--- src/rtl/rv_ctrl_pkg.sv ---
`default_nettype none
// ============================================================================
// Module      : rv_ctrl_pkg
// Description : Shared encodings for the RV32I multi-cycle control unit.
// Revision    : 1.0 - initial release
// ============================================================================
package rv_ctrl_pkg;

    localparam logic [6:0] c_op_r      = 7'b0110011;
    localparam logic [6:0] c_op_i      = 7'b0010011;
    localparam logic [6:0] c_op_load   = 7'b0000011;
    localparam logic [6:0] c_op_store  = 7'b0100011;
    localparam logic [6:0] c_op_branch = 7'b1100011;
    localparam logic [6:0] c_op_jal    = 7'b1101111;
    localparam logic [6:0] c_op_jalr   = 7'b1100111;
    localparam logic [6:0] c_op_lui    = 7'b0110111;
    localparam logic [6:0] c_op_auipc  = 7'b0010111;

    localparam logic [3:0] c_alu_add  = 4'b0000;
    localparam logic [3:0] c_alu_sub  = 4'b0001;
    localparam logic [3:0] c_alu_and  = 4'b0010;
    localparam logic [3:0] c_alu_or   = 4'b0011;
    localparam logic [3:0] c_alu_xor  = 4'b0100;
    localparam logic [3:0] c_alu_sll  = 4'b0101;
    localparam logic [3:0] c_alu_srl  = 4'b0110;
    localparam logic [3:0] c_alu_sra  = 4'b0111;
    localparam logic [3:0] c_alu_slt  = 4'b1000;
    localparam logic [3:0] c_alu_sltu = 4'b1001;

    localparam logic [2:0] c_st_fetch  = 3'd0;
    localparam logic [2:0] c_st_decode = 3'd1;
    localparam logic [2:0] c_st_exec   = 3'd2;
    localparam logic [2:0] c_st_mem    = 3'd3;
    localparam logic [2:0] c_st_wb     = 3'd4;
    localparam logic [2:0] c_st_trap   = 3'd5;

    localparam logic [1:0] c_pc_plus4  = 2'd0;
    localparam logic [1:0] c_pc_target = 2'd1;
    localparam logic [1:0] c_pc_alu    = 2'd2;

    localparam logic [1:0] c_wb_alu    = 2'd0;
    localparam logic [1:0] c_wb_mem    = 2'd1;
    localparam logic [1:0] c_wb_pc4    = 2'd2;

    localparam logic [1:0] c_a_rs1     = 2'd0;
    localparam logic [1:0] c_a_pc      = 2'd1;
    localparam logic [1:0] c_a_zero    = 2'd2;
    localparam logic [1:0] c_b_rs2     = 2'd0;
    localparam logic [1:0] c_b_imm     = 2'd1;

    typedef enum logic [1:0] {
        ALU_CLS_ADD    = 2'd0,
        ALU_CLS_R      = 2'd1,
        ALU_CLS_I      = 2'd2,
        ALU_CLS_BRANCH = 2'd3
    } alu_class_e;

    function automatic logic is_supported(input logic [6:0] op);
        case (op)
            c_op_r, c_op_i, c_op_load, c_op_store, c_op_branch,
            c_op_jal, c_op_jalr, c_op_lui, c_op_auipc: is_supported = 1'b1;
            default:                                   is_supported = 1'b0;
        endcase
    endfunction

endpackage
`default_nettype wire

--- src/rtl/multicycle_control_fsm_if.sv ---
`default_nettype none
// ============================================================================
// Module      : multicycle_control_fsm_if
// Description : Variable-latency memory handshake shared by fetch and load/store.
// Revision    : 1.0 - initial release
// ============================================================================
interface multicycle_control_fsm_if;
    logic mem_req;
    logic mem_is_instr;
    logic mem_we;
    logic mem_ready;

    modport master (output mem_req, output mem_is_instr, output mem_we, input  mem_ready);
    modport slave  (input  mem_req, input  mem_is_instr, input  mem_we, output mem_ready);
endinterface
`default_nettype wire

--- src/rtl/alu_decoder.sv ---
`default_nettype none
// ============================================================================
// Module      : alu_decoder
// Description : Maps instruction class and funct fields to the ALU operation.
// Revision    : 1.0 - initial release
// ============================================================================
module alu_decoder
    import rv_ctrl_pkg::*;
(
    input  alu_class_e i_class,
    input  logic [2:0] i_funct3,
    input  logic       i_funct7_5,
    output logic [3:0] o_alu_control
);

    always_comb begin
        o_alu_control = c_alu_add;
        case (i_class)
            ALU_CLS_R, ALU_CLS_I: begin
                case (i_funct3)
                    // Immediate bit 30 is just data for ADDI, so only R-type may select SUB.
                    3'b000:  o_alu_control = (i_class == ALU_CLS_R && i_funct7_5) ? c_alu_sub : c_alu_add;
                    3'b001:  o_alu_control = c_alu_sll;
                    3'b010:  o_alu_control = c_alu_slt;
                    3'b011:  o_alu_control = c_alu_sltu;
                    3'b100:  o_alu_control = c_alu_xor;
                    3'b101:  o_alu_control = i_funct7_5 ? c_alu_sra : c_alu_srl;
                    3'b110:  o_alu_control = c_alu_or;
                    default: o_alu_control = c_alu_and;
                endcase
            end
            ALU_CLS_BRANCH: begin
                case (i_funct3[2:1])
                    2'b10:   o_alu_control = c_alu_slt;
                    2'b11:   o_alu_control = c_alu_sltu;
                    default: o_alu_control = c_alu_sub;
                endcase
            end
            default: o_alu_control = c_alu_add;
        endcase
    end

endmodule
`default_nettype wire

--- src/rtl/multicycle_control_fsm.sv ---
`default_nettype none
// ============================================================================
// Module      : multicycle_control_fsm
// Description : FETCH/DECODE/EXEC/MEM/WB sequencer for the RV32I datapath.
// Revision    : 1.0 - initial release
// ============================================================================
module multicycle_control_fsm
    import rv_ctrl_pkg::*;
#(
    parameter int WAIT_LIMIT = 255,
    parameter int CNT_W      = 32
) (
    input  logic                  clock,
    input  logic                  reset,
    input  logic [6:0]            opcode,
    input  logic [2:0]            funct3,
    input  logic                  funct7_5,
    input  logic                  alu_zero,
    input  logic                  alu_lsb,
    multicycle_control_fsm_if.master mem,
    output logic                  ir_write,
    output logic                  pc_write,
    output logic [1:0]            pc_src,
    output logic                  reg_write,
    output logic [1:0]            alu_src_a,
    output logic [1:0]            alu_src_b,
    output logic [3:0]            alu_control,
    output logic [1:0]            wb_sel,
    output logic [2:0]            state,
    output logic                  illegal,
    output logic                  bus_error,
    output logic                  retire,
    output logic [CNT_W-1:0]      instret
);

    localparam int WAIT_W = (WAIT_LIMIT < 2) ? 1 : $clog2(WAIT_LIMIT + 1);

    logic [2:0]        r_state;
    logic              r_illegal;
    logic              r_bus_error;
    logic [CNT_W-1:0]  r_instret;
    logic [WAIT_W-1:0] r_wait;

    logic [2:0]  w_next;
    logic        w_mem_req, w_mem_is_instr, w_mem_we;
    logic        w_set_illegal, w_set_bus_error;
    logic        w_timeout, w_taken, w_branch_ok;
    logic [1:0]  w_a, w_b;
    logic [3:0]  w_alu;
    alu_class_e  w_class;

    always_comb begin
        case (opcode)
            c_op_r:      w_class = ALU_CLS_R;
            c_op_i:      w_class = ALU_CLS_I;
            c_op_branch: w_class = ALU_CLS_BRANCH;
            default:     w_class = ALU_CLS_ADD;
        endcase
    end

    alu_decoder u_alu_decoder (
        .i_class       (w_class),
        .i_funct3      (funct3),
        .i_funct7_5    (funct7_5),
        .o_alu_control (w_alu)
    );

    // Operand selections stay stable from EXEC through WB since the ALU result is not registered.
    always_comb begin
        w_a = c_a_rs1;
        w_b = c_b_rs2;
        case (opcode)
            c_op_i, c_op_load, c_op_store, c_op_jalr: w_b = c_b_imm;
            c_op_lui:   begin w_a = c_a_zero; w_b = c_b_imm; end
            c_op_auipc: begin w_a = c_a_pc;   w_b = c_b_imm; end
            default:    ;
        endcase
    end

    always_comb begin
        case (funct3)
            3'b000:         w_taken = alu_zero;
            3'b001:         w_taken = !alu_zero;
            3'b100, 3'b110: w_taken = alu_lsb;
            3'b101, 3'b111: w_taken = !alu_lsb;
            default:        w_taken = 1'b0;
        endcase
    end

    assign w_branch_ok = (funct3 != 3'b010) && (funct3 != 3'b011);
    assign w_timeout   = (r_wait == WAIT_W'(WAIT_LIMIT)) && !mem.mem_ready;

    always_comb begin
        w_next          = r_state;
        w_mem_req       = 1'b0;
        w_mem_is_instr  = 1'b0;
        w_mem_we        = 1'b0;
        ir_write        = 1'b0;
        pc_write        = 1'b0;
        pc_src          = c_pc_plus4;
        reg_write       = 1'b0;
        alu_src_a       = c_a_rs1;
        alu_src_b       = c_b_rs2;
        alu_control     = c_alu_add;
        wb_sel          = c_wb_alu;
        retire          = 1'b0;
        w_set_illegal   = 1'b0;
        w_set_bus_error = 1'b0;
        if (reset) begin
            if (r_state == c_st_exec || r_state == c_st_mem || r_state == c_st_wb) begin
                alu_src_a   = w_a;
                alu_src_b   = w_b;
                alu_control = w_alu;
            end
            case (r_state)
                c_st_fetch: begin
                    w_mem_req      = 1'b1;
                    w_mem_is_instr = 1'b1;
                    if (mem.mem_ready) begin
                        ir_write = 1'b1;
                        pc_write = 1'b1;
                        w_next   = c_st_decode;
                    end else if (w_timeout) begin
                        w_set_bus_error = 1'b1;
                        w_next          = c_st_trap;
                    end
                end
                c_st_decode: begin
                    w_set_illegal = !is_supported(opcode);
                    w_next        = is_supported(opcode) ? c_st_exec : c_st_trap;
                end
                c_st_exec: begin
                    case (opcode)
                        c_op_load, c_op_store: w_next = c_st_mem;
                        c_op_branch: begin
                            if (w_branch_ok) begin
                                pc_write = w_taken;
                                pc_src   = w_taken ? c_pc_target : c_pc_plus4;
                                retire   = 1'b1;
                                w_next   = c_st_fetch;
                            end else begin
                                w_set_illegal = 1'b1;
                                w_next        = c_st_trap;
                            end
                        end
                        c_op_jal:  begin pc_write = 1'b1; pc_src = c_pc_target; w_next = c_st_wb; end
                        c_op_jalr: begin pc_write = 1'b1; pc_src = c_pc_alu;    w_next = c_st_wb; end
                        default:   w_next = c_st_wb;
                    endcase
                end
                c_st_mem: begin
                    w_mem_req = 1'b1;
                    w_mem_we  = (opcode == c_op_store);
                    if (mem.mem_ready) begin
                        retire = (opcode == c_op_store);
                        w_next = (opcode == c_op_store) ? c_st_fetch : c_st_wb;
                    end else if (w_timeout) begin
                        w_set_bus_error = 1'b1;
                        w_next          = c_st_trap;
                    end
                end
                c_st_wb: begin
                    reg_write = 1'b1;
                    retire    = 1'b1;
                    case (opcode)
                        c_op_load:           wb_sel = c_wb_mem;
                        c_op_jal, c_op_jalr: wb_sel = c_wb_pc4;
                        default:             wb_sel = c_wb_alu;
                    endcase
                    w_next = c_st_fetch;
                end
                c_st_trap: w_next = c_st_trap;
                default:   w_next = c_st_fetch;
            endcase
        end
    end

    always_ff @(posedge clock) begin
        if (!reset) begin
            r_state     <= c_st_fetch;
            r_illegal   <= 1'b0;
            r_bus_error <= 1'b0;
            r_instret   <= '0;
            r_wait      <= '0;
        end else begin
            r_state <= w_next;
            if (w_set_illegal)   r_illegal   <= 1'b1;
            if (w_set_bus_error) r_bus_error <= 1'b1;
            if (retire)          r_instret   <= r_instret + CNT_W'(1);
            // Any cycle without an outstanding wait, including leaving FETCH/MEM, restarts the count.
            if (w_mem_req && !mem.mem_ready) r_wait <= r_wait + WAIT_W'(1);
            else                             r_wait <= '0;
        end
    end

    assign mem.mem_req      = w_mem_req;
    assign mem.mem_is_instr = w_mem_is_instr;
    assign mem.mem_we       = w_mem_we;
    assign state            = r_state;
    assign illegal          = r_illegal;
    assign bus_error        = r_bus_error;
    assign instret          = r_instret;

endmodule
`default_nettype wire

--- src/flat_wrapper.sv ---
// flat-port wrapper written by rule: the top's interface ports become plain ports
module multicycle_control_fsm_flat import rv_ctrl_pkg::*;
#(
    parameter int WAIT_LIMIT = 255,
    parameter int CNT_W      = 32
)
  (clock, reset, opcode, funct3, funct7_5, alu_zero, alu_lsb, ir_write, pc_write, pc_src, reg_write, alu_src_a, alu_src_b, alu_control, wb_sel, state, illegal, bus_error, retire, instret, mem_mem_req, mem_mem_is_instr, mem_mem_we, mem_mem_ready);
  multicycle_control_fsm_if mem_i ();
  input  logic clock;
  input  logic reset;
  input  logic [6:0] opcode;
  input  logic [2:0] funct3;
  input  logic funct7_5;
  input  logic alu_zero;
  input  logic alu_lsb;
  output logic ir_write;
  output logic pc_write;
  output logic [1:0] pc_src;
  output logic reg_write;
  output logic [1:0] alu_src_a;
  output logic [1:0] alu_src_b;
  output logic [3:0] alu_control;
  output logic [1:0] wb_sel;
  output logic [2:0] state;
  output logic illegal;
  output logic bus_error;
  output logic retire;
  output logic [CNT_W-1:0] instret;
  output wire logic [$bits(mem_i.mem_req)-1:0] mem_mem_req;
  output wire logic [$bits(mem_i.mem_is_instr)-1:0] mem_mem_is_instr;
  output wire logic [$bits(mem_i.mem_we)-1:0] mem_mem_we;
  input wire logic [$bits(mem_i.mem_ready)-1:0] mem_mem_ready;
  assign mem_mem_req = mem_i.mem_req;
  assign mem_mem_is_instr = mem_i.mem_is_instr;
  assign mem_mem_we = mem_i.mem_we;
  assign mem_i.mem_ready = mem_mem_ready;
  multicycle_control_fsm #(.WAIT_LIMIT(WAIT_LIMIT), .CNT_W(CNT_W)) u_core (.clock(clock), .reset(reset), .opcode(opcode), .funct3(funct3), .funct7_5(funct7_5), .alu_zero(alu_zero), .alu_lsb(alu_lsb), .mem(mem_i), .ir_write(ir_write), .pc_write(pc_write), .pc_src(pc_src), .reg_write(reg_write), .alu_src_a(alu_src_a), .alu_src_b(alu_src_b), .alu_control(alu_control), .wb_sel(wb_sel), .state(state), .illegal(illegal), .bus_error(bus_error), .retire(retire), .instret(instret));
endmodule
--- config.mk ---
export PLATFORM = sky130hd
export DESIGN_NAME = multicycle_control_fsm_flat
export DESIGN_NICKNAME = d
export VERILOG_FILES = /design/src/rtl/rv_ctrl_pkg.sv /design/src/rtl/multicycle_control_fsm_if.sv /design/src/rtl/alu_decoder.sv /design/src/rtl/multicycle_control_fsm.sv /design/src/flat_wrapper.sv
export SDC_FILE = /design/constraint.sdc
export NUM_CORES = 1
export LEC_CHECK = 0
export ABC_CLOCK_PERIOD_IN_PS = 3300
export BUFFER_PORTS_ARGS = -buffer_cell sky130_fd_sc_hd__buf_2
export CORE_MARGIN = 3
export CORE_UTILIZATION = 58
export CTS_CLUSTER_DIAMETER = 50
export DETAILED_ROUTE_END_ITERATION = 8
export PLACE_DENSITY = 0.85
export REMOVE_ABC_BUFFERS = 1
export SETUP_SLACK_MARGIN = 0.15
export SLEW_MARGIN = 30
export SYNTH_ARGS = -nofsm -noshare
export SYNTH_HDL_FRONTEND = slang
export SYNTH_SLANG_ARGS = --single-unit
--- constraint.sdc ---
create_clock -name clock -period 3.3 [get_ports clock]
set_clock_uncertainty 0.15 [all_clocks]
set_input_delay 0.33 -clock clock [delete_from_list [all_inputs] [get_ports clock]]
set_output_delay 0.33 -clock clock [all_outputs]
set_load 0.02 [all_outputs]
==> impl_metrics.ini, run 1 <==
[sta]
period_minus_slack_ps = 2650
relSlewSlack = 0.585
rsz0062_at_grt = false
setup_violations = 0
worstMarginPinSlew_ps = 607
finalSetupTns_ps = 0
period_share = 0.804
setup_ws_ps = 647
hold_viol = 0
fmax_mhz = 377
maxSlewViolCount = 0

[die]
io_pins = 72
core_area_um2 = 4880
initial_core_util = 0.619
fp.dieH_um = 78.2
num_rows = 25
chipWidth_um = 78.2
die_area_um2 = 6110

[global_routing]
antenna_found_initial = 0
grt_max_degree = 45
grt-ovfl-total = 0
grt_pass1_vias = 2482
grt_usage = 0.225
grt_pass1_wl_um = 11400

[cts]
cts_root_buf = clkbuf_8
clock_path_buffers = 2
clkSlewWorstSetupHoldPaths_ps = 80
cts_sinks = 45
cts_resized = 0
clk_latency_ps = 290
cts_tree = built
cts_setup_buffers = 0
cts_made_buffers = 5
ctsHoldBuffers = 0
cts_htree_levels = 2

[routing]
drt_iter0_drc = 178
wl_per_cell_um = 14.3
ant_nets = 0
viasPerCell = 5.79
firstDrtPassIters = 4
drcViolationCount = 0
vias = 2804
drt_wl_total_um = 6920

[layout]
antennaDiodeCount = 0
final_cell_area_um2 = 3460
final_nets = 437
syn_to_final_growth_pct = 14.6
drive_above_1_share = 0.245
final_util = 0.709

[power]
ir_drop_mv = 0.224
total_leakage_power_nw = 1.53
total_power_mw = 1.12
p_per_area_nw_per_um2 = 322

[placement]
dp_slack_ps = 811
gp_routability_congestion = 0.842
hpwl_um = 5120
dpl_cell_area_um2 = 3360
io_buffers = 70

[worst_hold_path]
min_from = reset
hp-class = in -> reg
holdPathEnd = u_core.bus_error$_SDFFE_PN0P_
whs_path_depth = 2

[synth]
syn_area_per_cell_um2 = 8.44
synth_ff_type = dfxtp_1
ys_seq_area_frac = 0.298
synth-edff-count = 0
ys_seq_elements = 45
syn-cell-area_um2 = 3020
yosysUniqueCellTypes = 55
syn_inst = 358
async_flop_share = 0
ys_warn_count = 0

[critical_path]
crit_type = reg -> out
required_ps = 2820
r2r_setup_slack_ps = 800
reg2reg_depth = 5
crit_path_end_kind = primary output
reg2reg_to = u_core.instret[5]$_SDFFE_PN0P_
crit_path_max_fanout = 11
critical_path_arrival_ps = 2170
timing.rr.start = u_core.state[1]$_SDFF_PN0_
start_kind = flip-flop

[run]
maxCapViolCount = 0

[outcome]
status = complete, no violations
routing by layer:
metal  part of all wire  wire length (um)  GRT usage
met2               0.49              3370      0.384
met1               0.43              2990      0.285
met4              0.017               115     0.0804
met3              0.063               437     0.0413
met5                  0                 0          0
area by class of cell:
| class | count | area (um^2) |
|---|---|---|
| Clock inverter | 1 | 5.00 |
| Inverter | 13 | 48.8 |
| Sequential cell | 45 | 901 |
| Clock buffer | 7 | 96.3 |
| Tap cell | 67 | 83.8 |
| Multi-Input combinational cell | 278 | 1950 |
| Timing Repair Buffer | 73 | 373 |
| Fill cell | 416 | 1420 |
worst max-delay path: stages (launching register included):
cell	delay [ps]
dfxtp_1	480
nor3b_4	330
nand4_2	390
nand2_1	360
and2_1	160
buf_2	160
through the flow:
stage / std cells / hold WS, ps
after floorplan: 336 / 276
after global placement: 476 / 291
after detailed placement: 476 / 301
after CTS: 484 / 236
after global routing: 484 / 255
final: 484 / 238
state kept, by name, indices dropped and copies added, names as in the netlist:
name / count
u_core.illegal: 1
u_core.r_wait: 8
u_core.state: 3
u_core.instret: 32
u_core.bus_error: 1
power breakdown:
part / leakage (nW) / internal [mW] / total (mW) / switching (mW)
sequential: 0.363 / 0.553 / 0.574 / 0.0213
clock: 0.0542 / 0.189 / 0.367 / 0.177
combinational: 1.12 / 0.0585 / 0.175 / 0.117
total: 1.53 / 0.801 / 1.12 / 0.315
cells in the final DEF, fill, tap and decap left out, drive strengths merged, types with 6 or more instances in the layout:
master,count
nand4,13
nand3,17
a211oi,9
mux2i,9
nand2,38
dfxtp,45
buf,73
clkbuf,7
xnor2,6
and2,22
nor2,25
o21ai,6
a21oi,8
inv,13
nor3,13
xor2,25
nand2b,14
a2111oi,10
synth_stat cells, drive strengths merged, types with 10 or more instances:
| master | n | area [um^2] |
|---|---|---|
| nand2b | 14 | 87.6 |
| nand3 | 17 | 85.1 |
| nor3 | 13 | 65.1 |
| a2111oi | 10 | 219 |
| xor2 | 25 | 219 |
| dfxtp | 45 | 901 |
| buf | 10 | 71.3 |
| clkbuf | 12 | 45.0 |
| nor2 | 25 | 93.8 |
| and2 | 22 | 138 |
| inv | 13 | 48.8 |
| nand4 | 13 | 93.8 |
| nand2 | 38 | 145 |
worst max-delay path by stage:
stage / start / to / slack, ps / cells past startpoint
after floorplan: u_core.state[2]$_SDFF_PN0_ / retire / 350 / 4
after global placement: opcode[3] / u_core.instret[5]$_SDFFE_PN0P_ / 850 / 6
after detailed placement: opcode[2] / u_core.instret[5]$_SDFFE_PN0P_ / 810 / 6
after CTS: u_core.state[1]$_SDFF_PN0_ / retire / 630 / 5
after global routing: u_core.state[1]$_SDFF_PN0_ / retire / 490 / 5
final: u_core.state[1]$_SDFF_PN0_ / retire / 650 / 5
cell families (layout without fill, tap and decap cells):
kind of cell	count (synthesis)	after routing	share of synthesized area
AND/OR/NAND/NOR	176	176	0.329
AO/OA/AOI/OAI	56	56	0.176
flip-flops	45	45	0.298
other	1	1	0.00124
buffers and inverters	35	94	0.0547
adder cells (fa/ha/maj)	5	5	0.0207
multiplexers	9	9	0.0298
XOR/XNOR	31	31	0.0899
Note: power is estimated with default switching activity, not from simulation.
==> inputs of run 2 (changes only) <==
--- a/config.mk
+++ b/config.mk
@@ -5,13 +5,14 @@
 export SDC_FILE = /design/constraint.sdc
 export NUM_CORES = 1
 export LEC_CHECK = 0
-export ABC_CLOCK_PERIOD_IN_PS = 3300
+export ABC_AREA = 1
+export ABC_CLOCK_PERIOD_IN_PS = 2340
 export BUFFER_PORTS_ARGS = -buffer_cell sky130_fd_sc_hd__buf_2
 export CORE_MARGIN = 3
-export CORE_UTILIZATION = 58
+export CORE_UTILIZATION = 50
 export CTS_CLUSTER_DIAMETER = 50
 export DETAILED_ROUTE_END_ITERATION = 8
-export PLACE_DENSITY = 0.85
+export PLACE_DENSITY = 0.77
 export REMOVE_ABC_BUFFERS = 1
 export SETUP_SLACK_MARGIN = 0.15
 export SLEW_MARGIN = 30
==> constraint.sdc (replaced) <==
create_clock -name clock -period 2.34 [get_ports clock]
set_clock_uncertainty 0.15 [all_clocks]
set_input_delay 0.234 -clock clock [delete_from_list [all_inputs] [get_ports clock]]
set_output_delay 0.234 -clock clock [all_outputs]
set_load 0.02 [all_outputs]
==> impl_metrics.ini, run 2 <==
[die]
io_pins = 72
initial_core_util = 0.533
die_area_um2 = 7500
num_rows = 28
fp.dieH_um = 86.6
chipWidth_um = 86.6
core_area_um2 = 6100

[layout]
syn_to_final_growth_pct = 16.6
antennaDiodeCount = 0
final_cell_area_um2 = 3790
stdcell_count = 703
final_cell_mix = 168 x nand2_1, 86 x nor2_1, 68 x buf_2
largest_reg_flops = 32
final_nets = 649
drive_above_1_share = 0.174
fillers = 623
final_common_cell = nand2_1

[placement]
gp_routability_congestion = 0.901
io_buffers = 70
dp.cells = 694
hpwl_um = 6670
dpl_cell_area_um2 = 3640

[routing]
vias = 3734
route.met2.wl_um = 4200
drt_iter0_drc = 227
firstDrtPassIters = 5
m1WireLength_um = 3860
drt_wl_total_um = 8680
wl_per_cell_um = 12.3
ant_nets = 0
wl_met3_um = 535
top_layer = met4
drcViolationCount = 0
viasPerCell = 5.31

[outcome]
status = complete, no violations

[synth]
synth_ff_type = dfxtp_1
ys_seq_elements = 45
synthTopCellsByArea = dfxtp_1 28%, nand2_1 19%, nor2_1 10%
netlist.area_leader.share = 0.277
yosysUniqueCellTypes = 31
async_flop_share = 0
yosysTopAreaCell = dfxtp_1
synth-edff-count = 0
synth_common_cells = 168 x nand2_1, 87 x nor2_1, 63 x nand3_1, 61 x inv_1, 45 x dfxtp_1
syn-cell-area_um2 = 3250
syn_area_per_cell_um2 = 5.83
syn_inst = 557
ys_warn_count = 0
ys_seq_area_frac = 0.277
post-synth-top-count-cell = nand2_1

[cts]
clock_path_buffers = 2
cts_sinks = 45
clkSlewWorstSetupHoldPaths_ps = 80
cts_htree_levels = 2
cts_root_buf = clkbuf_8
cts_made_buffers = 5
clk_latency_ps = 300
cts_tree = built
ctsHoldBuffers = 0

[sta]
maxSlewViolCount = 0
setup_violations = 0
fmax_mhz = 476
hold_viol = 0
rsz0062_at_grt = true
period_minus_slack_ps = 2100
holdWs_ps = 265
finalSetupTns_ps = 0
period_share = 0.898

[power]
total_leakage_power_nw = 1.57
total_power_mw = 1.62
p_per_area_nw_per_um2 = 427
ir_drop_mv = 0.358

[global_routing]
grt_pass1_wl_um = 14800
grt_max_degree = 29
antenna_found_initial = 0
grt-ovfl-total = 0
grt_usage = 0.237
grt_pass1_vias = 3381

[critical_path]
crit_path_end_kind = primary output
critical_path_arrival_ps = 1720
crit_type = reg -> out
start_kind = flip-flop
crit_path_max_fanout = 8
r2r_setup_slack_ps = 380
reg2reg_depth = 8
timing.rr.start = u_core.instret[0]$_SDFFE_PN0P_
reg2reg_to = u_core.instret[20]$_SDFFE_PN0P_
required_ps = 1960

[worst_hold_path]
whs_path_depth = 5
hp-class = in -> reg
min_from = funct3[1]
holdPathEnd = u_core.illegal$_SDFFE_PN0P_

[run]
maxCapViolCount = 0
run 2: power by group:
part           internal (mW)  switching (mW)
sequential             0.785          0.0284
clock                  0.235           0.262
combinational         0.0925           0.214
total                   1.11           0.504
run 2: worst max-delay path by stage:
stage	from	end	slack (ps)	cells past startpoint
finish	u_core.state[2]$_SDFF_PN0_	alu_control[3]	240	6
global route	u_core.state[2]$_SDFF_PN0_	alu_control[3]	130	6
CTS	u_core.state[0]$_SDFF_PN0_	alu_control[0]	160	7
detailed placement	opcode[4]	alu_control[0]	200	11
global placement	opcode[6]	alu_control[3]	310	11
floorplan	u_core.state[2]$_SDFF_PN0_	wb_sel[0]	270	4
run 2: timing repair:
action                                  4_1_cts  5_1_grt
setup buffers                                 0        2
endpoints found under the setup margin        4        6
pin swaps                                     0        2
gates resized for setup                       3       12
run 2: critical path: stages, from the launching register on:
cell	delay, ps
dfxtp_2	440
nand3_4	120
o21ai_0	90
nand2_1	120
or2_2	330
a21oi_1	140
buf_4	160
run 2: logic make-up (layout without fill, tap and decap cells):
family                     Yosys count  count (layout)  share of synthesized area
and+or+nand+nor                    352             352                      0.464
buffers and inverters               78             149                      0.103
AOI/OAI and AO/OA                   64              64                      0.103
DFF                                 45              45                      0.277
xor gates and xnor gates            12              12                     0.0324
adders and majority gates            5               5                     0.0193
other                                1               1                    0.00115
run 2: layout make-up:
cell class / instances / area [um^2] / share of cell area
tap: 75 / 93.8 / 0.0248
sequential: 45 / 905 / 0.239
multi-input combinational: 434 / 2050 / 0.541
inverter: 65 / 244 / 0.0644
timing repair buffer: 77 / 408 / 0.108
clock buffer: 7 / 86.3 / 0.0228
run 2: routing by layer:
| layer | up-vias | track usage |
|---|---|---|
| met1 | 1677 | 0.308 |
| met4 | 0 | 0.0510 |
| met2 | 128 | 0.417 |
| met3 | 9 | 0.0342 |
| met5 | - | 0 |
| li1 | 1920 | - |
run 2: metrics by stage:
step | util | worst slack, ps
floorplan | - | 271
global placement | 0.597 | 311
detailed placement | 0.597 | 200
CTS | 0.614 | 156
global route | 0.621 | 134
finish | 0.621 | 238
==> inputs of run 3 (changes only) <==
--- a/config.mk
+++ b/config.mk
@@ -18,4 +18,5 @@
 export SLEW_MARGIN = 30
 export SYNTH_ARGS = -nofsm -noshare
 export SYNTH_HDL_FRONTEND = slang
+export SYNTH_HIERARCHICAL = 1
 export SYNTH_SLANG_ARGS = --single-unit
==> impl_metrics.ini, run 3 <==
[layout]
final_cell_area_um2 = 3880
syn_to_final_growth_pct = 19.9
final_nets = 660
regArea_um2 = 905
final_cell_mix = 173 x nand2_1, 100 x nor2_1, 69 x buf_2
final_common_cell = nand2_1
drive_above_1_share = 0.202
largest_reg_flops = 32
multi_input_area_um2 = 2080
antennaDiodeCount = 0
fillers = 609

[sta]
period_share = 0.944
hold_viol = 0
maxSlewViolCount = 0
setup_violations = 0
finalSetupTns_ps = 0
fmax_mhz = 453
rsz0062_at_grt = true
period_minus_slack_ps = 2210

[critical_path]
critical_path_arrival_ps = 1820
crit_path_end_kind = primary output
crit_path_max_fanout = 3
start_kind = primary input
required_ps = 1960
crit_type = in -> out

[routing]
drt_wl_total_um = 8940
drcViolationCount = 0
vias = 3771
wl_per_cell_um = 12.5
viasPerCell = 5.27
drt_iter0_drc = 257
firstDrtPassIters = 5
ant_nets = 0

[die]
io_pins = 72
num_rows = 28
chipWidth_um = 86.4
initial_core_util = 0.531
fp.dieH_um = 86.4
die_area_um2 = 7470
core_area_um2 = 6100

[synth]
netlist.area_leader.share = 0.279
syn_area_per_cell_um2 = 5.73
syn-cell-area_um2 = 3230
synth_ff_type = dfxtp_1
ys_warn_count = 6
yosysTopAreaCell = dfxtp_1
yosysUniqueCellTypes = 32
syn_inst = 564
ys_seq_elements = 45
synthTopCellsByArea = dfxtp_1 28%, nand2_1 21%, nor2_1 12%
synth_common_cells = 180 x nand2_1, 104 x nor2_1, 66 x inv_1, 62 x nand3_1, 45 x dfxtp_1
async_flop_share = 0
synth-edff-count = 0
ys_seq_area_frac = 0.279
post-synth-top-count-cell = nand2_1

[global_routing]
grt-ovfl-total = 0
antenna_found_initial = 0
grt_max_degree = 33
grt_usage = 0.235
grt_pass1_wl_um = 14600
grt_pass1_vias = 3364

[placement]
hpwl_um = 6570
io_buffers = 70
gp_routability_congestion = 0.931
dpl_cell_area_um2 = 3620

[outcome]
status = complete, no violations

[power]
total_leakage_power_nw = 1.68
p_per_area_nw_per_um2 = 452
ir_drop_mv = 0.383

[cts]
clock_path_buffers = 2
cts_root_buf = clkbuf_8
cts_made_buffers = 5
clk_latency_ps = 300
cts_tree = built
clkSlewWorstSetupHoldPaths_ps = 90
cts_htree_levels = 2
cts_sinks = 45

[worst_hold_path]
hp-class = in -> reg

[run]
maxCapViolCount = 0
run 3: cells by family (layout without fill, tap and decap cells):
| family | count (synthesis) | after routing | share of synthesized area |
|---|---|---|---|
| XOR/XNOR | 8 | 8 | 0.0217 |
| AO/OA/AOI/OAI | 49 | 49 | 0.0816 |
| other | 1 | 1 | 0.00116 |
| AND/OR/NAND/NOR | 376 | 376 | 0.491 |
| buffers and inverters | 80 | 156 | 0.106 |
| flip-flops | 45 | 45 | 0.279 |
| adder cells (fa/ha/maj) | 5 | 5 | 0.0193 |
run 3: what timing repair did:
item	in CTS	in global routing
pin swaps	1	7
setup endpoints to repair	8	10
setup buffers	1	5
hold buffers	0	0
gates resized for setup	6	24
run 3: layer usage:
layer / share of wire / track usage / vias to the layer above
li1: - / - / 1925
met1: 0.44 / 0.297 / 1682
met2: 0.47 / 0.407 / 142
met3: 0.069 / 0.0466 / 22
met4: 0.018 / 0.0666 / 0
met5: 0 / 0 / -
run 3: metrics by stage:
| step | cells | power [mW] | hold WS (ps) | worst slack, ps | utilization |
|---|---|---|---|---|---|
| final | 715 | 1.75 | 141 | 132 | 0.636 |
| after global routing | 715 | 1.84 | 156 | 13.9 | 0.636 |
| after CTS | 710 | 1.73 | 130 | 156 | 0.618 |
| after detailed placement | 701 | 1.11 | 302 | 109 | 0.594 |
| after global placement | 701 | 1.10 | 279 | 186 | 0.594 |
| after floorplan | 552 | 1.01 | 204 | 211 | - |
run 3: where the power goes:
group / leakage, nW / switching (mW) / internal, mW / total [mW]
combinational: 1.26 / 0.219 / 0.0976 / 0.316
clock: 0.0574 / 0.278 / 0.347 / 0.626
sequential: 0.364 / 0.0255 / 0.785 / 0.811
total: 1.68 / 0.522 / 1.23 / 1.75
run 3: path summary, 6_finish.rpt:
kind	startpoint	to	slack, ps	cells past startpoint
worst max-delay path	opcode[4]	alu_control[3]	130	13
worst min-delay path	reset	u_core/instret[10]$_SDFFE_PN0P_	140	3
worst max register to register	u_core/instret[0]$_SDFFE_PN0P_	u_core/instret[26]$_SDFFE_PN0P_	380	9
worst min register to register	u_core/r_wait[0]$_SDFF_PN0_	u_core/r_wait[0]$_SDFF_PN0_	310	1
run 3: area by class of cell:
class	instances	share of cell area
timing repair buffer	80	0.110
sequential	45	0.233
tap	75	0.0242
clock inverter	2	0.00968
multi-input combinational	439	0.535
clock buffer	6	0.0213
inverter	68	0.0658
run 3: worst max-delay path, stage by stage:
cell     delay [ps]
buf_2           130
inv_1           120
nand3_4         110
o21ai_2          80
nand2_2          90
inv_2            80
inv_1            60
ha_4            260
nand2_2          70
o31ai_2         230
inv_1            70
nor2_1          110
buf_4           160
